### src/rtl/working_mem_arbiter.sv
// Working-memory arbiter: grants one of N_MASTERS requesters access to a
// shared synchronous RAM. The owner's address, data and write enable are
// steered to the memory, and read data is flagged one cycle later.
// Arbitration is fixed priority or round-robin, with an optional hold limit
// that forces the owner to release while another master is waiting.
module working_mem_arbiter #(
  parameter int N_MASTERS = 3,
  parameter int ADDR_W    = 8,
  parameter int DATA_W    = 8,
  parameter int RR_MODE   = 0,
  parameter int MAX_HOLD  = 0
) (
  input  logic                          clk,
  input  logic                          reset,
  input  logic [N_MASTERS-1:0]          req,
  input  logic [N_MASTERS*ADDR_W-1:0]   m_address,
  input  logic [N_MASTERS*DATA_W-1:0]   m_data,
  input  logic [N_MASTERS-1:0]          m_wren,
  output logic [N_MASTERS-1:0]          grant,
  output logic [N_MASTERS-1:0]          rd_valid,
  output logic                          busy,
  output logic [2:0]                    owner_id,
  output logic [ADDR_W-1:0]             out_address,
  output logic [DATA_W-1:0]             out_data,
  output logic                          out_wren
);

  localparam int HOLD_W = (MAX_HOLD > 0) ? $clog2(MAX_HOLD + 1) : 1;

  typedef enum logic [0:0] {
    IDLE  = 1'b0,
    OWNED = 1'b1
  } state_t;

  state_t                 state_q, state_d;
  logic [N_MASTERS-1:0]   grant_q, grant_d;
  logic [N_MASTERS-1:0]   rd_valid_q, rd_valid_d;
  logic [2:0]             owner_q, owner_d;
  logic [2:0]             rr_ptr_q, rr_ptr_d;
  logic [HOLD_W-1:0]      hold_q, hold_d;

  logic [7:0]             cand_s;
  logic [7:0]             onehot_s;
  logic [2:0]             start_s;
  logic [2:0]             idx_s;
  logic [2:0]             win_idx_s;
  logic                   win_found_s;
  logic                   owner_req_s;
  logic                   others_wait_s;
  logic                   forced_s;

  // Candidate set excludes the current owner; in IDLE grant_q is zero so
  // every requester is a candidate. The hold counter holds the number of
  // already-completed owned cycles, so the owner is released at the end of
  // its MAX_HOLD-th cycle when someone else is waiting.
  always_comb begin
    cand_s                 = 8'd0;
    cand_s[N_MASTERS-1:0]  = req & ~grant_q;
    owner_req_s            = |(req & grant_q);
    others_wait_s          = |(req & ~grant_q);
    forced_s               = (MAX_HOLD > 0) && (int'(hold_q) >= MAX_HOLD - 1) && others_wait_s;
  end

  // Winner search: upward with wrap-around from the start index
  // (always 0 for fixed priority, last owner + 1 for round-robin).
  always_comb begin
    start_s     = (RR_MODE != 0) ? rr_ptr_q : 3'd0;
    win_found_s = 1'b0;
    win_idx_s   = 3'd0;
    idx_s       = 3'd0;
    for (int k = 0; k < N_MASTERS; k++) begin
      idx_s = 3'((int'(start_s) + k) % N_MASTERS);
      if (!win_found_s && cand_s[idx_s]) begin
        win_found_s = 1'b1;
        win_idx_s   = idx_s;
      end else begin
        win_found_s = win_found_s;
      end
    end
    onehot_s = 8'd1 << win_idx_s;
  end

  // Next-state logic for ownership, round-robin pointer and hold counter.
  always_comb begin
    state_d    = state_q;
    grant_d    = grant_q;
    owner_d    = owner_q;
    rr_ptr_d   = rr_ptr_q;
    hold_d     = hold_q;
    rd_valid_d = grant_q & req & ~m_wren;
    case (state_q)
      IDLE: begin
        if (win_found_s) begin
          state_d  = OWNED;
          grant_d  = onehot_s[N_MASTERS-1:0];
          owner_d  = win_idx_s;
          rr_ptr_d = 3'((int'(win_idx_s) + 1) % N_MASTERS);
          hold_d   = '0;
        end else begin
          state_d  = IDLE;
        end
      end
      OWNED: begin
        if (owner_req_s && !forced_s) begin
          if (int'(hold_q) < MAX_HOLD) begin
            hold_d = hold_q + HOLD_W'(1);
          end else begin
            hold_d = hold_q;
          end
        end else if (win_found_s) begin
          grant_d  = onehot_s[N_MASTERS-1:0];
          owner_d  = win_idx_s;
          rr_ptr_d = 3'((int'(win_idx_s) + 1) % N_MASTERS);
          hold_d   = '0;
        end else begin
          state_d  = IDLE;
          grant_d  = '0;
          owner_d  = 3'd0;
          hold_d   = '0;
        end
      end
      default: begin
        state_d = IDLE;
        grant_d = '0;
        owner_d = 3'd0;
        hold_d  = '0;
      end
    endcase
  end

  // State registers; asynchronous reset clears ownership immediately.
  always_ff @(posedge clk or posedge reset) begin
    if (reset) begin
      state_q    <= IDLE;
      grant_q    <= '0;
      rd_valid_q <= '0;
      owner_q    <= 3'd0;
      rr_ptr_q   <= 3'd0;
      hold_q     <= '0;
    end else begin
      state_q    <= state_d;
      grant_q    <= grant_d;
      rd_valid_q <= rd_valid_d;
      owner_q    <= owner_d;
      rr_ptr_q   <= rr_ptr_d;
      hold_q     <= hold_d;
    end
  end

  // Memory-side steering: AND-OR mux on the one-hot grant, zero with no owner.
  always_comb begin
    out_address = '0;
    out_data    = '0;
    out_wren    = 1'b0;
    for (int i = 0; i < N_MASTERS; i++) begin
      out_address = out_address | (m_address[i*ADDR_W +: ADDR_W] & {ADDR_W{grant_q[i]}});
      out_data    = out_data    | (m_data[i*DATA_W +: DATA_W]    & {DATA_W{grant_q[i]}});
      out_wren    = out_wren    | (grant_q[i] & m_wren[i] & req[i]);
    end
  end

  assign grant    = grant_q;
  assign rd_valid = rd_valid_q;
  assign busy     = (state_q == OWNED);
  assign owner_id = owner_q;

endmodule

### config.mk
export PLATFORM = sky130hd
export DESIGN_NAME = working_mem_arbiter
export DESIGN_NICKNAME = d
export VERILOG_FILES = /design/src/rtl/working_mem_arbiter.sv
export SDC_FILE = /design/constraint.sdc
export NUM_CORES = 1
export LEC_CHECK = 0
export CAP_MARGIN = 20
export CORE_MARGIN = 2
export CORE_UTILIZATION = 27
export CTS_BUF_LIST = sky130_fd_sc_hd__clkbuf_8 sky130_fd_sc_hd__clkbuf_16
export CTS_CLUSTER_SIZE = 10
export DETAILED_ROUTE_END_ITERATION = 12
export GPL_ROUTABILITY_DRIVEN = 1
export PLACE_DENSITY_LB_ADDON = 0.1
export SYNTH_ARGS = -nofsm -noshare
export SYNTH_HDL_FRONTEND = slang
export SYNTH_SLANG_ARGS = --single-unit
### constraint.sdc
create_clock -name clk -period 1.5 [get_ports clk]
set_clock_uncertainty 0.15 [all_clocks]
set_input_delay 0.3 -clock clk [delete_from_list [all_inputs] [get_ports clk]]
set_output_delay 0.3 -clock clk [all_outputs]
set_load 0.03 [all_outputs]
==> impl_results.md <==
- Outcome: complete, but fails checks
- Failing checks: negative setup slack
- Fin crit period: 1.87 ns
- Worst hold slack: about 0.16 ns
- Num ports: 83
- Syn_nets: around 140
- Diodes inserted: 0
- Yosys warnings: 0
- CTS Buffer Depth: 2
- Register area: between 200 and 250 sq um
- Synth cell types: 27
- Area Overhead vs Synth: 164%
- Input/output buffers: 81
- Post-route ant nets: 0
- Final Cycle Share: 125%
- Crit Path Max Fanout: 8
- Fin. Hold Viols: 0
- Clk_lat worst skew: roughly 0.24 ns
- Slowest library cell on the worst path: dfrtp_2
- #FFs+latches synth: 8
- CTS tree: built
- Cell Chain, Critical Path: buf_4, a222oi_1, inv_2, buf_6
- RSZ-0062 raised after global routing: true
- CP Data Arrival Time: between 1 and 1.5 ns
- Maximum VDD drop: 1.32 mV
- Gp weighted congestion: ~0.94
- Mapped Avg Cell Area: between 8 and 9 sq um
- Cells after Synth: 87
- Gr ovfl total: 0
- Worst-path clk slew: 0.05 ns
- GRT Util Overall: 22.2%
- Die X: approximately 56 um
- Multi-input gate area: between 400 and 500 sq um
- Final worst setup slack: -0.368 ns
- Number of detailed-route iterations in the first pass: 4
- F_max: around 0.54 GHz
- Die height: between 50 and 60 um
- Fillers: 176
- Initial DRC count: 99
- Largest net degree at the start of global routing: 9
- First-pass GRT wire length: 5410 um
- Clock Sinks: 8
- CTS buffer count: 3
- Crit Path Category: reg2out
- Core footprint: roughly 2500 sq um
- Avg WL per Cell: approximately 17 um
- Initial antenna violation count: 0
- Sequential area share after synthesis: 27.9%
- Largest stage delay, worst path: 0.46 ns
- Maxcap violations: 0
- Vias in the first global route: 1063
- Slew Viols, Final: 0
- Net count, final: between 200 and 250
- Root buf cell: clkbuf_8
- HPWL Detailed: 2360 um
- Top Family by Delay on Critical Path: flip-flops
- Worst setup SP type: register
- CP Capture Type: output pin
- WL final: 3650 um
- Total Die Area: 3080 sq um
- CP bufs+invs: 3
- Site Rows: 18
- LEAKAGE: 0.875 nW
- Residual DRC: 0
- Crit path required time: 1.05 ns
- Post-layout util: 75.8%
- Power Density: 1860 nW/um^2
- Setup violations, final: 24
- Mapped Area: ~720 sq um
- Starting density of the core: 28.7%
- Htree depth: 1
- Hold Path Class: in2async
- Share of layout cells above drive strength 1: 47.4%
- Setup TNS: -6.65 ns
- Drt via density: 5.04
- Total number of vias: between 1000 and 1500
-- metal layers --
layer / wire, um / up-vias / track usage [%]
met5: 0 / - / 0
met4: 26 / 0 / 5.23
met3: 265 / 2 / 6.32
met2: 1920 / 54 / 40.1
met1: 1430 / 520 / 25.6
li1: - / 533 / -
-- layout by cell type (no fill, tap or decap), types with 4 or more instances in the layout --
cell and instances:
dfrtp_1 5, clkdlybuf4s50_1 54, buf_4 23, dlygate4sd2_1 4, a222oi_1 16, inv_2 16, buf_6 24, inv_1 4
-- cell families (layout without fill, tap and decap cells) --
| group | Yosys count | after routing | share of synthesized area (%) |
|---|---|---|---|
| buffers and inverters | 27 | 130 | 18.8 |
| flip-flops | 8 | 8 | 27.9 |
| AO/OA/AOI/OAI | 30 | 30 | 37.3 |
| multiplexers | 1 | 1 | 1.40 |
| AND/OR/NAND/NOR | 20 | 20 | 14.0 |
| other | 1 | 1 | 0.523 |
-- layout make-up --
type,count,share of cell area [%]
clock buffer,3,2.18
sequential,8,10.8
tap,30,1.98
timing repair buffer,107,55.6
inverter,19,3.76
clock inverter,1,0.198
multi-input combinational,52,25.5
-- metrics by stage --
stage / instances / worst slack, ns / instance area [sq um] / total power, mW
final: 220 / -0.368 / 1890 / 3.52
after global routing: 220 / -0.457 / 1890 / 3.69
after CTS: 217 / -0.358 / 1800 / 3.31
after detailed placement: 201 / -0.717 / 1580 / 2.60
after global placement: 201 / -0.658 / 1580 / 2.57
after floorplan: 87 / -0.160 / 742 / 1.79
-- flip-flops by register name (all words and copies together) (netlist names) --
name,flops
busy,1
grant,3
owner_id,1
rd_valid,3
-- synth_stat cells (all sizes together) --
cell,number,area [sq um]
a222oi,16,160
inv,19,71.3
buf,8,63.8
a41oi,1,8.76
nor2,5,18.8
o21ai,4,20.0
nor2b,1,8.76
nor3,1,5.00
nand2b,2,12.5
dfrtp,8,200
o31ai,1,7.51
nand3,4,20.0
a22o,1,8.76
o22ai,1,6.26
conb,1,3.75
mux2i,1,10.0
nand2,6,27.5
a31oi,1,21.3
and2b,1,7.51
o211ai,1,7.51
a21oi,4,27.5
-- worst paths after layout --
check,endpoint,startpoint,slack [ns],depth (start not counted)
min reg2reg,owner_id[1],owner_id[1],0.41,1
max in group asynchronous,grant[0],reset,0.76,2
min,rd_valid[1],reset,0.16,2
max reg2reg,owner_id[1],grant[1],-0.12,7
max,out_address[3],grant[1],-0.37,4
min in group clk,owner_id[1],owner_id[1],0.41,1
-- repair_timing --
action | CTS | global route
setup endpoints to repair | 28 | 26
setup buffers | 12 | 4
hold buffers | 0 | 0
pin swaps | 17 | 13
gates resized for setup | 130 | 19
-- where the power goes --
group	switching, mW	total, mW	internal [mW]	leakage (nW)
Sequential	0.104	0.391	0.288	0.0982
Combinational	1.47	2.84	1.37	0.750
Clock	0.107	0.286	0.179	0.0269
No activity file was read; power rests on OpenSTA's default activity.
